$ cat src/rtl/uart_loader.sv
// Host-side serial monitor: decodes UART commands to load, dump and start programs
// in the shared 512x8 program RAM, and owns the UART/RAM ports while the CPU is idle.
module uart_loader #(
  parameter logic [23:0] TIMEOUT = 24'd1_200_000,
  parameter logic [7:0]  ACK     = 8'h06,
  parameter logic [7:0]  NAK     = 8'h15
) (
  input  logic       clk,
  input  logic       rst,
  input  logic [7:0] rx_byte,
  input  logic       received,
  output logic [7:0] tx_byte,
  output logic       transmit,
  input  logic       is_transmitting,
  output logic [8:0] raddr,
  input  logic [7:0] dread,
  output logic [8:0] waddr,
  output logic [7:0] dwrite,
  output logic       write_en,
  output logic [8:0] startaddr,
  output logic       cpu_run,
  input  logic       halted,
  output logic       cpu_active,
  output logic       busy
);

  localparam logic [7:0] CMD_W = 8'h57;
  localparam logic [7:0] CMD_R = 8'h52;
  localparam logic [7:0] CMD_G = 8'h47;

  typedef enum logic [3:0] {
    IDLE, ADDRH, ADDRL, LEN, WDATA, RSET, RWAIT, RSAMPLE, SEND, SENDGAP, RUN
  } state_t;

  state_t      state, state_next;
  logic [7:0]  cmd;
  logic        addr_hi;
  logic [8:0]  addr;
  logic [8:0]  count;
  logic [23:0] idle_cnt;
  logic        counting;
  logic        timed_out;

  // Only states that expect another host byte run the inter-byte timer.
  assign counting  = (state == ADDRH) || (state == ADDRL) || (state == LEN) || (state == WDATA);
  assign timed_out = (idle_cnt == TIMEOUT - 24'd1) && !received;

  always_ff @(posedge clk) begin
    if (rst) state <= IDLE;
    else     state <= state_next;
  end

  always_comb begin
    state_next = state;
    case (state)
      IDLE: if (received) begin
        if (rx_byte == CMD_W || rx_byte == CMD_R || rx_byte == CMD_G) state_next = ADDRH;
        else                                                          state_next = SEND;
      end
      ADDRH: if (received) state_next = ADDRL;
             else if (timed_out) state_next = IDLE;
      ADDRL: if (received) state_next = (cmd == CMD_G) ? RUN : LEN;
             else if (timed_out) state_next = IDLE;
      LEN: if (received) state_next = (cmd == CMD_W) ? WDATA : RSET;
           else if (timed_out) state_next = IDLE;
      WDATA: if (received) state_next = (count == 9'd1) ? SEND : WDATA;
             else if (timed_out) state_next = IDLE;
      RSET:    state_next = RWAIT;
      RWAIT:   state_next = RSAMPLE;
      RSAMPLE: state_next = SEND;
      SEND:    if (!is_transmitting) state_next = SENDGAP;
      // The gap cycle lets the transmitter's busy flag catch up before the next send.
      SENDGAP: state_next = (cmd == CMD_R && count != 9'd0) ? RSET : IDLE;
      RUN:     if (halted) state_next = SEND;
      default: state_next = IDLE;
    endcase
  end

  always_comb begin
    transmit = (state == SEND) && !is_transmitting;
    busy     = (state != IDLE);
    raddr    = addr;
  end

  always_ff @(posedge clk) begin
    if (rst) begin
      cmd        <= 8'd0;
      addr_hi    <= 1'b0;
      addr       <= 9'd0;
      count      <= 9'd0;
      idle_cnt   <= 24'd0;
      tx_byte    <= 8'd0;
      waddr      <= 9'd0;
      dwrite     <= 8'd0;
      write_en   <= 1'b0;
      startaddr  <= 9'd0;
      cpu_run    <= 1'b0;
      cpu_active <= 1'b0;
    end else begin
      write_en <= 1'b0;
      cpu_run  <= 1'b0;
      if (!counting || received) idle_cnt <= 24'd0;
      else                       idle_cnt <= idle_cnt + 24'd1;

      case (state)
        IDLE: if (received) begin
          cmd <= rx_byte;
          if (rx_byte != CMD_W && rx_byte != CMD_R && rx_byte != CMD_G) tx_byte <= NAK;
        end
        ADDRH: if (received) addr_hi <= rx_byte[0];
        ADDRL: if (received) begin
          addr <= {addr_hi, rx_byte};
          if (cmd == CMD_G) begin
            startaddr  <= {addr_hi, rx_byte};
            cpu_run    <= 1'b1;
            cpu_active <= 1'b1;
          end
        end
        LEN: if (received) count <= (rx_byte == 8'd0) ? 9'd256 : {1'b0, rx_byte};
        WDATA: if (received) begin
          waddr    <= addr;
          dwrite   <= rx_byte;
          write_en <= 1'b1;
          addr     <= addr + 9'd1;
          count    <= count - 9'd1;
          if (count == 9'd1) tx_byte <= ACK;
        end
        RSAMPLE: begin
          tx_byte <= dread;
          addr    <= addr + 9'd1;
          count   <= count - 9'd1;
        end
        RUN: if (halted) begin
          cpu_active <= 1'b0;
          tx_byte    <= ACK;
        end
        default: ;
      endcase
    end
  end

endmodule

$ cat config.mk
export PLATFORM = sky130hd
export DESIGN_NAME = uart_loader
export DESIGN_NICKNAME = d
export VERILOG_FILES = /design/src/rtl/uart_loader.sv
export SDC_FILE = /design/constraint.sdc
export NUM_CORES = 1
export LEC_CHECK = 0
export BUFFER_PORTS_ARGS = -buffer_cell sky130_fd_sc_hd__buf_2
export CORE_UTILIZATION = 40
export DETAILED_ROUTE_END_ITERATION = 7
export PLACE_DENSITY = 0.6
export SLEW_MARGIN = 20
export SYNTH_ARGS = -nofsm -noshare
export SYNTH_HDL_FRONTEND = slang
export SYNTH_SLANG_ARGS = --single-unit
$ cat constraint.sdc
create_clock -name clk -period 4.7 [get_ports clk]
set_clock_uncertainty 0.05 [all_clocks]
set_input_delay 0 -clock clk [delete_from_list [all_inputs] [get_ports clk]]
set_output_delay 0 -clock clk [all_outputs]
set_load 0.02 [all_outputs]
==> results.md <==
* Status: completed
* Critical Path Max Stage Delay at 0.77 ns
* Register area share after synthesis at 0.4150
* Die Area at 0.01152 mm²
* Worst r2r src: state[1]$_SDFFE_PP0P_
* Fin crit share at 0.5393
* Post-CTS Setup Inserts at 0
* Core Region at 0.01084 mm²
* Clk sinks at 92
* Actual slew at the worst max-slew pin at 0.9686 ns
* Critical path class: reg2reg
* Setup violations, final at 0
* Die height at 107.3 µm
* Crit path required time at 4.88 ns
* Setup TNS at 0 ns
* Hold EP: cpu_active$_SDFFE_PP0P_
* Max-cap violations at 0
* Mean area per synthesized cell at 8.011 µm²
* Hold_sp: halted
* Crit-path slowest cell: dfxtp_1
* Critical path launch point type: flip-flop
* Synth cell types at 56
* CTS buffer count at 9
* Final Max Tran Viols at 0
* Buffers on Ports at 68
* Row cnt at 38
* Total gr overflow at 0
* Worst skew pair latency at 0.37 ns
* Pwr/cell area at 363.2 mW/mm²
* Diode count at 0
* CTS tree: done
* Initial Util at 0.4094
* Pint at 1335 µW
* Maximum fanout along the worst path at 22
* IO Pins at 69
* Worst ir drop on vdd at 195.4 µV
* Final wirelength at 11,550 µm
* RSZ-0062 raised after global routing: false
* Sw frac at 0.2957
* Switch Pwr at 560.5 µW
* Vias per cell at 5.475
* Routability cong. at 0.8032
* Drt pass-1 iters at 5
* Hold Path Class: in2reg
* Vias in the first global route at 3,771
* Reg2reg setup slack at 2.17 ns
* Post-Syn Nets at 580
* Synthesized instance count at 554
* Arrival time at the worst endpoint at 2.72 ns
* Clock Power Share at 0.348
* Synth warnings at 0
* Final Critical Period at 2.535 ns
* Post-route antenna net violation count at 0
* Ys flop type: dfxtp_1
* Worst hold slack at 0.04344 ns
* Final hold viol count at 0
* Nets at 641
* Clk slew on worst S/H paths at 0.09 ns
* H-tree Lvls at 3
* Worst-case reg-to-reg path depth at 5
* Final worst slack at 2.165 ns
* Max Clock Freq at 0.3945 GHz
* DP HPWL at 7698 µm
* First-pass GRT wire length at 18,650 µm
* LEAKAGE at 0.001964 µW
* Synth Register Bits at 92
* Pre-CTS setup slack at 2.213 ns
* Async set or reset register ratio after synthesis at 0
* Share of post-route cells with drive strength above 1 at 0.1468
* Synth Cell Area at 0.004438 mm²
* Initial antenna violation count at 0
* Initial detailed-routing violation count at 327
* Largest net degree at the start of global routing at 71
* Critical Path End Type: flip-flop
* Slew margin rel. at 0.3523
* Seq pwr share at 0.470
* DR DRC count at 0
* Area growth from synthesis to layout at 17.59%
* WL/cell at 15.20 µm
* Via Count at 4,161
* GR Util All Layers at 0.2081
* Crit path cell chain: nand4b_1 > nand2_1 > o21ai_0 > a21oi_1 > nor4_1
* Die Width at 107.3 µm
* Number of synthesized flops with an enable pin at 0
* Worst hold stages at 4
* RR Endpoint: raddr[6]$_SDFFE_PP0P_
* Cts repair resizes at 0
* Longest Clk Path Bufs at 2
* Combinational share of power at 0.181
* Root buffer cell: clkbuf_8
==> kinds of logic (layout without fill, tap and decap cells) <==
| group | after synthesis | count (layout) | share of synthesized area |
|---|---|---|---|
| compound gates | 126 | 126 | 0.1635 |
| simple gates | 245 | 245 | 0.2783 |
| mux | 20 | 20 | 0.04511 |
| buf+inv | 46 | 112 | 0.04454 |
| fa+ha+maj | 5 | 5 | 0.01410 |
| xor+xnor | 20 | 20 | 0.03947 |
| flops | 92 | 92 | 0.4150 |
==> power groups by stage <==
stage / logic, µW / registers, µW / clock network (µW)
2_1_floorplan: 260 / 890 / 0
3_3_place_gp: 329 / 904 / 0
3_5_place_dp: 333 / 907 / 0
4_1_cts: 344 / 890 / 683
5_1_grt: 378 / 902 / 707
6_report: 344 / 892 / 660
==> flip-flops by register name (all words and copies together), names as in the netlist <==
signal      count
addr_hi         1
cmd             8
count           9
cpu_active      1
cpu_run         1
dwrite          8
idle_cnt       24
raddr           9
startaddr       9
state           4
tx_byte         8
waddr           9
write_en        1
==> what timing repair did <==
action	in CTS	in global routing
endpoints found under the hold margin	38	0
setup endpoints to repair	0	0
hold buffers	16	0
==> layout make-up <==
type	count	area, µm²
inverter	10	37.54
sequential	92	1842
timing repair buffer	86	515.5
clock buffer	12	155.1
fill	1096	5622
clock inverter	4	95.09
multi-input combinational	416	2399
tap	140	175.2
==> worst max-delay path, delay by kind of cell (launching register included) <==
family	cells	cell delay, ns
simple gates	3	1.19
compound gates	2	0.39
flops	1	0.77
==> cells in the final DEF (no fill, tap or decap), types with 3 or more instances in the layout <==
cell	instances
xor2_1	12
buf_2	68
nand3b_1	4
and2_1	6
nand2_1	74
nor3_1	19
bufinv_16	3
nor4_1	8
mux2i_1	20
or3_1	7
nand2b_1	3
nand4_1	7
dlygate4sd3_1	16
and3_1	8
o211ai_1	3
clkbuf_8	11
a21oi_1	58
o21ai_0	35
and4_1	3
nand3_1	21
nor2b_1	3
a31oi_1	5
nor2_1	62
xnor2_1	8
inv_1	10
ha_1	5
a211oi_1	6
nor3b_1	3
dfxtp_1	92
==> synthesized netlist by cell type, types with 2 or more instances <==
library cell	count	share of area
dfxtp_1	92	0.41
nand2_1	74	0.063
nor2_1	62	0.052
a21oi_1	58	0.065
o21ai_0	35	0.039
nand3_1	21	0.024
mux2i_1	20	0.045
clkbuf_1	19	0.016
nor3_1	19	0.021
buf_2	13	0.015
xor2_1	12	0.024
inv_1	10	0.0085
and3_1	8	0.011
nor4_1	8	0.011
xnor2_1	8	0.016
nand4_1	7	0.0099
or3_1	7	0.0099
a211oi_1	6	0.010
and2_1	6	0.0085
a31oi_1	5	0.0070
ha_1	5	0.014
nand3b_1	4	0.0068
and4_1	3	0.0059
nand2b_1	3	0.0042
nor2b_1	3	0.0042
nor3b_1	3	0.0051
o211ai_1	3	0.0051
a21o_1	2	0.0034
a221oi_1	2	0.0039
a32o_1	2	0.0045
and4b_1	2	0.0045
buf_1	2	0.0017
nand4_2	2	0.0056
nor4bb_1	2	0.0045
o21a_1	2	0.0034
o221ai_1	2	0.0039
o22ai_1	2	0.0028
o31ai_1	2	0.0034
==> metrics by stage <==
step	utilization	area (µm²)	power (µW)	std cells
floorplan	-	4438	1149	554
global placement	0.4436	4808	1233	728
detailed placement	0.4436	4808	1240	728
CTS	0.4814	5219	1916	760
global route	0.4814	5219	1986	760
finish	0.4814	5219	1896	760
==> per-layer routing <==
metal  track usage  up-vias  routed length [µm]  share of wire
li1              -     2074                   -              -
met1        0.2839     1932                5458           0.47
met2        0.3166      141                5108           0.44
met3       0.06053       14                 805          0.070
met4       0.06164        0                 180          0.016
met5             0        -                   0              0
==> worst max-delay path by stage <==
stage | from | to | slack [ns]
floorplan | state[0]$_SDFFE_PP0P_ | tx_byte[1]$_SDFFE_PP0P_ | 2.93
global placement | state[2]$_SDFFE_PP0P_ | raddr[6]$_SDFFE_PP0P_ | 2.31
global route | state[1]$_SDFFE_PP0P_ | raddr[6]$_SDFFE_PP0P_ | 1.85
detailed placement | state[1]$_SDFFE_PP0P_ | raddr[6]$_SDFFE_PP0P_ | 2.21
finish | state[1]$_SDFFE_PP0P_ | raddr[6]$_SDFFE_PP0P_ | 2.17
CTS | state[1]$_SDFFE_PP0P_ | raddr[6]$_SDFFE_PP0P_ | 2.20
Power figures use the tool's default switching activity.
